===== config.mk =====
export PLATFORM = sky130hd
export DESIGN_NAME = syn_fetch_queue
export DESIGN_NICKNAME = d
export VERILOG_FILES = /design/src/rtl/syn_fetch_queue_pkg.sv /design/src/rtl/syn_fq_mem.sv /design/src/rtl/syn_fetch_queue.sv
export SDC_FILE = /design/constraint.sdc
export NUM_CORES = 1
export LEC_CHECK = 0
export BUFFER_PORTS_ARGS = -buffer_cell sky130_fd_sc_hd__buf_2
export CAP_MARGIN = 10
export CORE_MARGIN = 2
export CORE_UTILIZATION = 35
export CTS_CLUSTER_DIAMETER = 50
export DETAILED_ROUTE_END_ITERATION = 10
export PLACE_DENSITY_LB_ADDON = 0.3
export SLEW_MARGIN = 5
export SYNTH_ARGS = -nofsm -noshare
export SYNTH_HDL_FRONTEND = slang
export SYNTH_SLANG_ARGS = --single-unit

===== constraint.sdc =====
create_clock -name clk -period 4.2 [get_ports clk]
set_clock_uncertainty 0.2 [all_clocks]
set_input_delay 0 -clock clk [delete_from_list [all_inputs] [get_ports clk]]
set_output_delay 0 -clock clk [all_outputs]
set_load 0.02 [all_outputs]

===== src/rtl/syn_fetch_queue_pkg.sv =====
// Shared sizing for the fetch queue. Decode and PC stages import this so
// their stall logic agrees with the queue depth.
`ifndef IM_ADDR_BIT
`define IM_ADDR_BIT 10
`endif
`ifndef FQ_DEPTH
`define FQ_DEPTH 4
`endif

package syn_fetch_queue_pkg;

    localparam int FQ_DEPTH  = `FQ_DEPTH;
    localparam int FQ_ADDR_W = `IM_ADDR_BIT;
    localparam int FQ_DATA_W = 32;

    // One stored entry is {guessed, pc_4, pc, instr}.
    function automatic int fq_entry_w(input int aw, input int dw);
        return 2 * aw + dw + 1;
    endfunction

endpackage


===== src/rtl/syn_fq_mem.sv =====
// Entry storage: one synchronous write port, one combinational read port.
// Contents are deliberately not reset; occupancy is tracked by the owner.
module syn_fq_mem #(
    parameter int DEPTH = 4,
    parameter int EW    = 53,
    parameter int AW    = $clog2(DEPTH)
) (
    input  logic          clk,
    input  logic          we,
    input  logic [AW-1:0] waddr,
    input  logic [EW-1:0] wdata,
    input  logic [AW-1:0] raddr,
    output logic [EW-1:0] rdata
);

    logic [DEPTH-1:0][EW-1:0] mem;

    // Write the addressed entry on an accepted push.
    always_ff @(posedge clk) begin
        if (we) mem[waddr] <= wdata;
    end

    assign rdata = mem[raddr];

endmodule


===== src/rtl/syn_fetch_queue.sv =====
// Fetch buffer between IM/PC and decode. Upstream stalls on !in_ready;
// decode drains with valid/ready. A mispredict flush empties it in one edge.
module syn_fetch_queue
    import syn_fetch_queue_pkg::*;
#(
    parameter int DEPTH  = FQ_DEPTH,
    parameter int ADDR_W = FQ_ADDR_W,
    parameter int DATA_W = FQ_DATA_W
) (
    input  logic                       clk,
    input  logic                       rst,
    input  logic                       flush,
    input  logic                       in_valid,
    output logic                       in_ready,
    input  logic [ADDR_W-1:0]          in_pc,
    input  logic [ADDR_W-1:0]          in_pc_4,
    input  logic [DATA_W-1:0]          in_instr,
    input  logic                       in_guessed,
    output logic                       out_valid,
    input  logic                       out_ready,
    output logic [ADDR_W-1:0]          out_pc,
    output logic [ADDR_W-1:0]          out_pc_4,
    output logic [DATA_W-1:0]          out_instr,
    output logic                       out_guessed,
    output logic [$clog2(DEPTH+1)-1:0] count
);

    localparam int PW = $clog2(DEPTH);
    localparam int CW = $clog2(DEPTH + 1);
    localparam int EW = fq_entry_w(ADDR_W, DATA_W);

    logic [PW-1:0] wr_ptr, rd_ptr;
    logic [EW-1:0] wdata, rdata;
    logic          push, pop, we;

    // Ready/valid depend on occupancy only, so a full queue refuses a push
    // even when decode pops in the same cycle (no out_ready -> in_ready path).
    assign in_ready  = (count != CW'(DEPTH));
    assign out_valid = (count != '0);
    assign push      = in_valid && in_ready;
    assign pop       = out_valid && out_ready;
    assign we        = push && !flush && !rst;
    assign wdata     = {in_guessed, in_pc_4, in_pc, in_instr};

    syn_fq_mem #(.DEPTH(DEPTH), .EW(EW)) u_mem (
        .clk  (clk),
        .we   (we),
        .waddr(wr_ptr),
        .wdata(wdata),
        .raddr(rd_ptr),
        .rdata(rdata)
    );

    // Head is a combinational read, zeroed while empty so decode sees no stale data.
    assign {out_guessed, out_pc_4, out_pc, out_instr} = out_valid ? rdata : '0;

    // Pointer/occupancy update: reset beats flush beats push/pop.
    always_ff @(posedge clk) begin
        if (rst || flush) begin
            wr_ptr <= '0;
            rd_ptr <= '0;
            count  <= '0;
        end else begin
            if (push) wr_ptr <= wr_ptr + PW'(1);
            if (pop)  rd_ptr <= rd_ptr + PW'(1);
            case ({push, pop})
                2'b10:   count <= count + CW'(1);
                2'b01:   count <= count - CW'(1);
                default: ;
            endcase
        end
    end

endmodule


==> impl_metrics.ini <==
[status]
outcome = completed

[yosys]
yosysMostFrequentCell = edfxtp_1
syn_inst = 389
ys_seq_elements = 219
synth_commonest_cells = edfxtp_1 (212), mux4_2 (53), nor2b_1 (49)
synthTopCellsByArea = edfxtp_1 (75%), mux4_2 (14%), nor2b_1 (3.6%), dfxtp_1 (1.7%), buf_6 (0.80%)
synth_area_leader_cell = edfxtp_1
netlist.area_leader.share_pct = 75.2
syn-num-nets = 453
syn_area_per_cell_sq_um = 21.8
ys_warn_count = 0
ys_seq_area_share_pct = 76.8
synth_area_sq_um = 8470
synthDistinctLibCells = 29
yosys_most_used_dff = edfxtp_1
async_flop_share_pct = 0
synth_edf_count = 212

[floorplan]
rows = 56
core_area_sq_um = 23600
start_util_pct = 35.9
dieHeight_microns = 160
ios = 116
die_area_sq_um = 25500
die_x_microns = 160

[min_path]
hold_path_depth = 2
hold_class = primary input to register
worstHoldStart = in_pc_4[8]
hold_end = u_mem.mem[50]

[grt]
gr-usage-all-layers_pct = 12.9
overflow = 0
antenna_found_initial = 0
first_global_vias = 4794
grt_pass1_wl_mm = 25.6
grt_max_degree = 58

[route]
via_per_inst = 4.67
ant_nets = 0
drtIter0Drc = 200
wl_per_cell_microns = 17.9
finalWirelength_mm = 16.4
drt-pass1-iter-count = 4
drc = 0
num_vias = 4285

[place]
gp_congestion = 0.704
dpl.hpwl_mm = 8.54
dp_cells = 805
dp_slack_ns = 1.43
port_buffers = 115

[clocking]
numClockSinks = 219
cts_root_buf = clkbuf_16
cts_tree = done
h-tree-depth = 1
clkLatencyLatePin_ns = 0.52
path_clk_slew_ns = 0.06
clk_path_buf_depth = 3
post_cts_resized = 0
numCtsBuffers = 28
cts_setup_buffers = 0

[timing]
whs_ns = 0.0245
slew_headroom_pct = 40.1
fin_crit_ns = 2.89
max_freq_mhz = 346
setup_viol = 0
fin_ws_ns = 1.31
rsz0062_at_grt = false
drv_slew = 0
tightest_slew_ns = 0.899
tns_ns = 0
min_period_over_period_pct = 68.9
finalHoldViolCount = 0

[setup_path]
critPathCaptureType = register
r2r-start = count[0]
reg2reg_depth = 6
rrSetupSlack_ns = 1.31
worstReg2RegEnd = rd_ptr[0]
critPathArrivalTime_ns = 3.15
crit_path_start_kind = register
path_max_fanout = 57
required_ns = 4.45
critPathKind = register to register

[pwr]
p_per_area_nw_per_um2 = 453
power_uw = 4930
leakage_uw = 0.00371
peakVddDrop_mv = 0.287

[finish]
fillers = 2030
ff_latch_area_sq_um = 6510
num_antenna_cells = 0
final_nets = 642
multi_input_area_sq_um = 1830
instances_no_fill = 917
areaGrowthSynthToFinish_pct = 28.4
layout-drive-gt1-share_pct = 36.5

[run]
drv_cap = 0
==> flip-flops by register name, summed over array words and instances, names as in the netlist <==
name       flops
count          3
rd_ptr         2
wr_ptr         2
u_mem.mem    212
==> worst max-delay path by stage <==
| stage | end | slack, ns | startpoint |
|---|---|---|---|
| CTS | rd_ptr[0] | 1.27 | count[0] |
| detailed placement | count[2] | 1.43 | count[2] |
| global placement | count[2] | 1.57 | count[2] |
| global route | rd_ptr[0] | 1.17 | count[0] |
| floorplan | u_mem.mem[0] | 1.26 | count[0] |
| finish | rd_ptr[0] | 1.31 | count[0] |
==> layout by cell type (no fill, tap or decap), types with 4 or more instances in the layout <==
master,instances
dfxtp_1,5
buf_2,115
clkinv_1,5
edfxtp_1,212
clkbuf_1,6
nor2_1,4
mux4_2,53
and2b_1,5
inv_1,7
nor2b_1,49
clkbuf_16,29
ha_1,5
dlygate4sd3_1,62
nand2_1,4
and3_4,4
==> per-stage QoR <==
stage	utilization [%]	cell area, sq um
2_1_floorplan	-	8470
3_3_place_gp	39.7	9380
3_5_place_dp	39.7	9380
4_1_cts	46.1	10900
5_1_grt	46.1	10900
6_report	46.1	10900
==> kinds of logic (layout without fill, tap and decap cells) <==
group,after synthesis,count (layout),share of synthesized area [%]
flops,219,219,76.8
simple gates,74,74,5.45
mux,54,54,14.2
buf+inv,27,236,1.85
compound gates,7,7,0.502
fa+ha+maj,6,6,0.975
xor+xnor,2,2,0.207
==> worst max-delay path, cell delays in order, from the launching register on <==
cell and delay (ns):
dfxtp_1 0.47, nor3_4 0.07, buf_4 0.35, or4b_1 0.56, dlygate4sd3_1 0.56, o21ai_1 0.07, dlygate4sd3_1 0.54
==> metal layers <==
metal  vias to the layer above  track usage (%)  wire (microns)  share of wire (%)
met3                        35             2.71             703                4.3
met2                       112             23.0            8420                 51
met1                      2188             15.6            6820                 42
met5                         -                0               0                  0
li1                       1950                -               -                  -
met4                         0             3.88             433                2.6
==> power breakdown <==
group / internal (uW) / leakage [uW] / switching, uW
clock: 1330 / 0.000426 / 880
combinational: 128 / 0.00131 / 154
sequential: 2420 / 0.00197 / 11.5
total: 3880 / 0.00371 / 1040
==> layout make-up <==
class,count,area share (%)
clock buffers,35,6.88
clock inverters,15,1.20
inverters,7,0.242
multi-input cells,143,16.9
flip-flops and latches,219,59.9
well taps,319,3.67
repair buffers,179,11.3
==> timing repair <==
item	in CTS	in global routing
hold buffers	62	0
endpoints found under the hold margin	219	0
setup endpoints to repair	0	0
Note: power is estimated with default switching activity, not from simulation.
